File: config.mk
export PLATFORM = sky130hd
export DESIGN_NAME = m_fft_unload
export DESIGN_NICKNAME = d
export VERILOG_FILES = /design/src/rtl/m_fft_pkg.sv /design/src/rtl/m_fft_unload.sv
export SDC_FILE = /design/constraint.sdc
export NUM_CORES = 1
export LEC_CHECK = 0
export CAP_MARGIN = 20
export CORE_ASPECT_RATIO = 0.6
export CORE_UTILIZATION = 45
export CTS_BUF_LIST = sky130_fd_sc_hd__clkbuf_8
export CTS_CLUSTER_SIZE = 28
export DETAILED_ROUTE_END_ITERATION = 7
export HOLD_SLACK_MARGIN = 0.15
export PLACE_DENSITY = 0.74
export SETUP_SLACK_MARGIN = 0.4
export SLEW_MARGIN = 20
export SYNTH_ARGS = -nofsm -noshare
export SYNTH_HDL_FRONTEND = slang
export SYNTH_SLANG_ARGS = --single-unit
File: constraint.sdc
create_clock -name clk -period 51.9 [get_ports clk]
set_clock_uncertainty 0.1 [all_clocks]
set_input_delay 10.38 -clock clk [delete_from_list [all_inputs] [get_ports clk]]
set_output_delay 10.38 -clock clk [all_outputs]
set_load 0.01 [all_outputs]
File: src/rtl/m_fft_pkg.sv
// Shared constants and types for the 8-point FFT result unloader.
package m_fft_pkg;

  localparam int N_POINTS = 8;
  localparam int ADDR_W   = 3;
  localparam int DW_DEF   = 32;

  typedef enum logic {
    IDLE   = 1'b0,
    STREAM = 1'b1
  } state_e;

  function automatic logic [ADDR_W-1:0] bitrev3(input logic [ADDR_W-1:0] a);
    return {a[0], a[1], a[2]};
  endfunction

endpackage

File: src/rtl/m_fft_unload.sv
// Captures one parallel 8-point complex frame and streams it out one point
// per beat, in natural or bit-reversed index order, under valid/ready.
module m_fft_unload
  import m_fft_pkg::*;
#(
  parameter int DW      = DW_DEF,
  parameter int BIT_REV = 1
) (
  input  logic              clk,
  input  logic              rst,
  input  logic [DW-1:0]     data00r,
  input  logic [DW-1:0]     data01r,
  input  logic [DW-1:0]     data02r,
  input  logic [DW-1:0]     data03r,
  input  logic [DW-1:0]     data04r,
  input  logic [DW-1:0]     data05r,
  input  logic [DW-1:0]     data06r,
  input  logic [DW-1:0]     data07r,
  input  logic [DW-1:0]     data00i,
  input  logic [DW-1:0]     data01i,
  input  logic [DW-1:0]     data02i,
  input  logic [DW-1:0]     data03i,
  input  logic [DW-1:0]     data04i,
  input  logic [DW-1:0]     data05i,
  input  logic [DW-1:0]     data06i,
  input  logic [DW-1:0]     data07i,
  input  logic              in_valid,
  output logic              in_ready,
  output logic [ADDR_W-1:0] out_addr,
  output logic [2*DW-1:0]   out_data,
  output logic              out_valid,
  input  logic              out_ready,
  output logic              out_last,
  output logic              frame_done
);

  state_e                             state_q, state_d;
  logic [ADDR_W-1:0]                  count_q, count_d;
  logic [N_POINTS-1:0][2*DW-1:0]      buf_q, buf_d;
  logic                               frame_done_q, frame_done_d;
  logic [N_POINTS-1:0][2*DW-1:0]      frame_in;

  // Entry k holds {real, imag} of point k.
  assign frame_in = {{data07r, data07i}, {data06r, data06i},
                     {data05r, data05i}, {data04r, data04i},
                     {data03r, data03i}, {data02r, data02i},
                     {data01r, data01i}, {data00r, data00i}};

  always_comb begin
    state_d      = state_q;
    count_d      = count_q;
    buf_d        = buf_q;
    frame_done_d = 1'b0;
    case (state_q)
      IDLE: begin
        if (in_valid) begin
          buf_d   = frame_in;
          count_d = '0;
          state_d = STREAM;
        end
      end
      STREAM: begin
        if (out_ready) begin
          // Counter wraps to 0 naturally after beat 7.
          count_d = count_q + 3'd1;
          if (count_q == 3'd7) begin
            state_d      = IDLE;
            frame_done_d = 1'b1;
          end
        end
      end
      default: state_d = IDLE;
    endcase
  end

  always_ff @(posedge clk or posedge rst) begin
    if (rst) begin
      state_q      <= IDLE;
      count_q      <= '0;
      buf_q        <= '0;
      frame_done_q <= 1'b0;
    end else begin
      state_q      <= state_d;
      count_q      <= count_d;
      buf_q        <= buf_d;
      frame_done_q <= frame_done_d;
    end
  end

  // All outputs are decoded from state only, so ready never loops back to valid.
  assign in_ready   = (state_q == IDLE);
  assign out_valid  = (state_q == STREAM);
  assign out_last   = (state_q == STREAM) && (count_q == 3'd7);
  assign out_addr   = (BIT_REV != 0) ? bitrev3(count_q) : count_q;
  assign out_data   = buf_q[out_addr];
  assign frame_done = frame_done_q;

endmodule

==> metrics.md, run 1 <==
| Metric | Value |
|---|---|
| Maxcap violations | 0 |
| WP data required | 41.42 ns |
| Total congestion overflow | 0 |
| Horiz. Die Dim | approximately 300 microns |
| PostCTS Resize Cnt | 0 |
| Syn-to-layout area delta | 35.92% |
| CP Launch Point | count_q[2] |
| Worst slack at placement | ~37 ns |
| Critical path's largest stage delay | 0.86 ns |
| Cell row count | 63 |
| Fraction of final layout cells sized beyond drive strength 1 | 0.4291 |
| Slowest CP cell | buf_4 |
| Max Slew Vio Count | 0 |
| Met1 Use GR | 0.3072 |
| Leak | about 0.013 uW |
| GR Util All Layers | 0.2352 |
| Die Footprint | 0.05188 sq mm |
| Pin count of the biggest net entering global routing | ~170 |
| CTS tree | yes |
| Via count | around 14000 |
| Worst path top cell family by delay | buffers and inverters |
| # nets final | 2438 |
| Num CTS Buffers | 79 |
| Core area | around 0.050 sq mm |
| Cell area after synthesis | about 0.023 sq mm |
| Yosys top cell by area | dfrtp_1 |
| IO Pins | a little under 600 |
| PortBufs | about 590 |
| Final worst slack | around 37 ns |
| Drt via density | roughly 5.2 |
| Post-synthesis register bit count | 517 |
| Synth top area cells | dfrtp_1 (56%), mux2_2 (28%), mux4_2 (13%), buf_2 (1.7%), buf_6 (0.39%) |
| HPWL after DPL | between 40000 and 50000 microns |
| Clk sink count | approximately 520 |
| CTS Hold Buffers Added | 0 |
| Crit. End Element | output pin |
| Startpoint types | flop |
| Skew-Pair Late Insertion Delay | 0.62 ns |
| Busiest grt layer | met2 |
| Total Neg Setup Slack | 0 ns |
| Post-CTS setup buffer count | 0 |
| CTS root buf | clkbuf_8 |
| Commonest non-fill, non-tap cell in the layout | clkdlybuf4s50_1 |
| Min-delay src | buf_q[307] |
| Critical Path Most Common Cell | buf_4 |
| Max H-tree Level | 3 |
| DRC Markers | 0 |
| Dpl cells | ~2500 |
| RSZ-0062 raised after global routing | no |
| Post-route insts no fill | approximately 2700 |
| CP Class | reg2out |
| Met3 Usage GRT | 0.07120 |
| Worst-Margin Slew | around 1.1 ns |
| Min Clock Period, post-route | 15.03 ns |
| Synth cell types | 17 |
| Pwr/cell area | 57.29 mW/mm^2 |
| GP Congestion | 0.7888 |
| Routed WL | 60360 microns |
| FF-to-FF Start | out_valid |
| First-pass GRT wire length | between 90000 and 100000 microns |
| Share of the synthesized area in the top cell type | 0.5643 |
| Synth Net Count | 1847 |
| YS warnings | 0 |
| Type of the worst min-delay path | reg2reg |
| VDD IR max | 0.00002954 V |
| Period Utilization, post-route | 0.2897 |
| CP arrival | 4.55 ns |
| WL/cell | ~23 microns |
| Cells after Synth | between 1000 and 1500 |
| CP cell instances | buf_4, buf_4, mux4_2, mux2_2, clkdlybuf4s50_1 |
| Relative slew margins | 0.2917 |
| Status | finished clean |
| Met2 Usage GRT | 0.3781 |
| Syn_area_per_cell | around 17 sq um |
| Vias in the first global route | between 15000 and 20000 |
| Final setup fails | 0 |
| Post-route ant nets | 0 |
| Clk buf depth | 3 |
| Starting Density | 0.4602 |
| Fmax | roughly 67 MHz |
| Most frequent cells in the layout | clkdlybuf4s50_1 (586), mux2_2 (576), dfrtp_1 (514), mux4_2 (128), clkbuf_8 (114) |
| Final Power | 1785 uW |
| Initial DRC Count | about 620 |
| Clock transition at path regs | ~0.070 ns |
| First-pass DRT Iterations | 4 |
| Initial antenna violation count | 20 |
| Worst reg-to-reg setup slack | between 40 and 50 ns |
| Final hold vios | 0 |
| Sequential fraction of the synthesis area | 0.5643 |
| Crit path max fanout | 55 |
| Critical path buffers and inverters | 3 |
| Die Ht | between 150 and 200 microns |
[cell type report]
cell class              count  area [sq um]
fillers                  3666         18660
flip-flops and latches    517         12950
multi-input cells         716          9474
repair buffers            604          6070
clock buffers             114          1569
well taps                 682         853.3
clock inverters            30         200.2
diodes                     12         30.03
inverters                   2         15.01
[registers in the layout (all words and copies together), names as in the netlist]
name / cells
out_valid: 1
buf_q: 512
count_q: 3
frame_done: 1
[layer usage]
layer / wire [microns] / share of wire
met2: 29510 / 0.49
met3: 4285 / 0.071
met5: 61 / 0.0010
met4: 1483 / 0.025
met1: 25030 / 0.41
[kinds of logic (layout without fill, tap and decap cells)]
logic type / count (synthesis) / count (layout) / synth area share
mux: 705 / 705 / 0.4091
flops: 517 / 517 / 0.5643
buf+inv: 96 / 750 / 0.02276
simple gates: 6 / 6 / 0.001529
compound gates: 3 / 3 / 0.001201
fa+ha+maj: 2 / 2 / 0.001091
other cells: 0 / 12 / 0
[synthesized netlist by cell type (all sizes together)]
cell and count:
and2 1, mux2 576, mux4 128, inv 2
ha 2, and3b 1, clkbuf 7, dfrtp 517
buf 87, nor2 2, nor2b 1, a32o 2
a21o 1, mux2i 1, and3 1
[path summary, 6_finish.rpt]
path	endpoint	cells after the start
worst max-delay path	out_data[53]	5
worst min-delay path	buf_q[307]	1
worst max register to register	buf_q[392]	5
worst min register to register	buf_q[307]	1
max in group asynchronous	buf_q[131]	6
min in group asynchronous	buf_q[105]	2
[power by group]
group	switching [uW]	internal [uW]	leakage [uW]
Clock	165	205	0.000992
Combinational	237	461	0.00556
Sequential	117	600	0.00630
[metrics by stage]
stage | hold slack, ns | cell area [sq um] | util
3_5_place_dp | 0.3909 | 29280 | 0.5878
3_3_place_gp | 0.3844 | 29280 | 0.5878
6_report | 0.4004 | 31160 | 0.6255
4_1_cts | 0.4046 | 31050 | 0.6233
5_1_grt | 0.4141 | 31150 | 0.6252
2_1_floorplan | 0.3752 | 22930 | -
(Power assumes the default switching activity.)
==> run 2: changes to the inputs <==
PLACE_DENSITY = 0.77   (was 0.74)
clock period = 13 ns   (was 51.9 ns; I/O delays follow)
==> run 2 against run 1 <==
Effect of this change:
- clock-buffer cell count down 18
- final cell count up 0.15%
- routed wire length up 2.3%
- sequential share of layout area up 0.21 points
- die area unchanged
- critical endpoint is now out_data[32]
- clock power rose to 3.7 times the previous value
- sequential power rose to 4.0 times the previous value
- global-route usage up 0.40 points
- setup slack worse by 31 ns
- via count up 1.2%
==> metrics.md, run 2 (synthesis gave the netlist of run 1 again) <==
| Metric | Value |
|---|---|
| Status | finished clean (unchanged) |
| Horiz. Die Dim | 293.4 microns (unchanged) |
| GP Congestion | 0.8086 (was 0.7888) |
| Num CTS Buffers | 80 (was 79) |
| Top sig layer | met5 (unchanged) |
| Largest register FFs | 512 (unchanged) |
| CP Class | reg2out (unchanged) |
| GR Util All Layers | 0.2392 (was 0.2352) |
| CTS tree | yes (unchanged) |
| Clk sink count | 517 (unchanged) |
| Commonest non-fill, non-tap cell in the layout | clkdlybuf4s50_1 (unchanged) |
| Routed WL | 61740 microns (was 60360 microns) |
| Leak | 0.01280 uW (was 0.01285 uW) |
| Period Utilization, post-route | 0.5385 |
| Initial DRC Count | 698 (was 616) |
| Pin count of the biggest net entering global routing | 205 (was 174) |
| PostCTS Resize Cnt | 0 (unchanged) |
| CP arrival | 4.30 ns (was 4.55 ns) |
| Type of the worst min-delay path | reg2reg (unchanged) |
| Most frequent cells in the layout | clkdlybuf4s50_1 (586), mux2_2 (576), dfrtp_1 (514), mux4_2 (128), clkbuf_8 (96) (was clkdlybuf4s50_1 (586), mux2_2 (576), dfrtp_1 (514), mux4_2 (128), clkbuf_8 (114)) |
| Pwr/cell area | 227.1 mW/mm^2 (was 57.29 mW/mm^2) |
| Starting Density | 0.4602 (unchanged) |
| Die Footprint | 0.05188 sq mm (unchanged) |
| Post-CTS setup buffer count | 0 (unchanged) |
| # nets final | 2437 (was 2438) |
| WP data required | 10.30 ns (was 41.42 ns) |
| Total Neg Setup Slack | 0 ns (unchanged) |
| Startpoint types | flop (unchanged) |
| First-pass GRT wire length | 93950 microns (was 91930 microns) |
| Crit path max fanout | 42 (was 55) |
| Worst-Margin Slew | 1.141 ns (was 1.063 ns) |
| CP cell instances | buf_4, buf_4, mux4_2, mux2_2, clkdlybuf4s50_1 (unchanged) |
| CP Launch Point | count_q[0] (was count_q[2]) |
| Final hold vios | 0 (unchanged) |
| CTS Hold Buffers Added | 0 (unchanged) |
| Final setup fails | 0 (unchanged) |
| DRC Markers | 0 (unchanged) |
| Via count | 14180 (was 14000) |
| Min Clock Period, post-route | roughly 7.0 ns |
| Maxcap violations | 0 (unchanged) |
| Core Util, Final | 0.6223 (was 0.6255) |
| Clk buf depth | 3 (unchanged) |
| HPWL after DPL | 43200 microns (was 42430 microns) |
| First-pass DRT Iterations | 4 (unchanged) |
| WL/cell | 23.03 microns (was 22.55 microns) |
| Wl on met1 | 26070 microns (was 25030 microns) |
| Biggest regs | buf_q x512, count_q x3 (unchanged) |
| Initial antenna violation count | 21 (was 20) |
| Core area | 0.04982 sq mm (unchanged) |
| Vias in the first global route | 15660 (was 15280) |
| Crit. End Element | output pin (unchanged) |
| Max H-tree Level | 3 (unchanged) |
| Clock transition at path regs | 0.07 ns (about the same) |
| FF-to-FF Start | out_valid (unchanged) |
| WL met3 | 3907 microns (was 4285 microns) |
| Die Ht | 176.8 microns (unchanged) |
| Critical Path Most Common Cell | buf_4 (unchanged) |
| Total congestion overflow | 0 (unchanged) |
| Met2 wire len | 29830 microns (was 29510 microns) |
| RSZ-0062 raised after global routing | no (unchanged) |
| IO Pins | 587 (unchanged) |
| Top reg by flops | buf_q (unchanged) |
| Cell row count | 63 (unchanged) |
| Max Slew Vio Count | 0 (unchanged) |
| Skew-Pair Late Insertion Delay | 0.61 ns (was 0.62 ns) |
| CTS root buf | clkbuf_8 (unchanged) |
| Min-delay src | buf_q[235] (was buf_q[307]) |
| VDD IR max | 0.0001406 V (was 0.00002954 V) |
| Syn-to-layout area delta | 35.23% (was 35.92%) |
| Drt via density | 5.287 (was 5.230) |
| Critical path's largest stage delay | 0.81 ns (was 0.86 ns) |
| PortBufs | 586 (unchanged) |
| Slowest CP cell | dfrtp_4 (was buf_4) |
| Post-route ant nets | 0 (unchanged) |
| Relative slew margins | 0.2393 (was 0.2917) |
| Fraction of final layout cells sized beyond drive strength 1 | 0.4213 (was 0.4291) |
| Fmax | 142.8 MHz |
[run 2: cell types whose count changed in the layout (fill, tap and decap cells not counted), moves of 2 or more]
cell,delta
buf_4,-3
diode_2,+5
inv_6,-2
clkinv_2,+3
clkbuf_8,-18
clkinvlp_4,+4
buf_12,+2
inv_1,+15
[run 2: path summary, 6_finish.rpt]
path / to / slack, ns / depth (start not counted)
min reg2reg: buf_q[235] / 0.40 / 1
max in group asynchronous: buf_q[78] / 8.00 / 4
max reg2reg: buf_q[443] / 9.62 / 5
max: out_data[32] / 6.00 / 5
min: buf_q[235] / 0.40 / 1
min in group asynchronous: buf_q[107] / 2.45 / 2
[run 2: area by class of cell]
cell class	instances	area, sq um
clock inverters	49	276.5
repair buffers	602	6076
inverters	2	11.26
well taps	682	853.3
fillers	3728	18810
multi-input cells	716	9474
diodes	17	42.54
clock buffers	96	1321
flip-flops and latches	517	12950
[run 2: routing by layer]
metal | up-vias | GRT usage
met3 | 129 | 0.06969
met4 | 10 | 0.09809
met1 | 7397 | 0.3118
li1 | 6239 | -
met2 | 400 | 0.3771
met5 | - | 0
[run 2: worst max-delay path: cells and delay by family, from the launching register on]
kind,cells,cell delay [ns]
flops,1,0.81
mux,2,0.89
buf+inv,3,1.94
[run 2: metrics by stage]
step / hold slack (ns) / instance area (sq um) / worst slack, ns / cells / power (uW)
final: 0.4018 / 31000 / 5.999 / 2681 / 7041
after global routing: 0.4134 / 30990 / 5.659 / 2677 / 7439
after CTS: 0.4045 / 30910 / 5.780 / 2662 / 7113
after detailed placement: 0.3910 / 29310 / 6.499 / 2517 / 5714
after global placement: 0.3838 / 29310 / 6.544 / 2517 / 5611
after floorplan: 0.3752 / 22930 / 3.278 / 1329 / 4602
[run 2: power by group]
group          internal, uW  total, uW  switching [uW]
sequential             2400       2870             470
combinational          1840       2810             966
clock                   712       1360             650
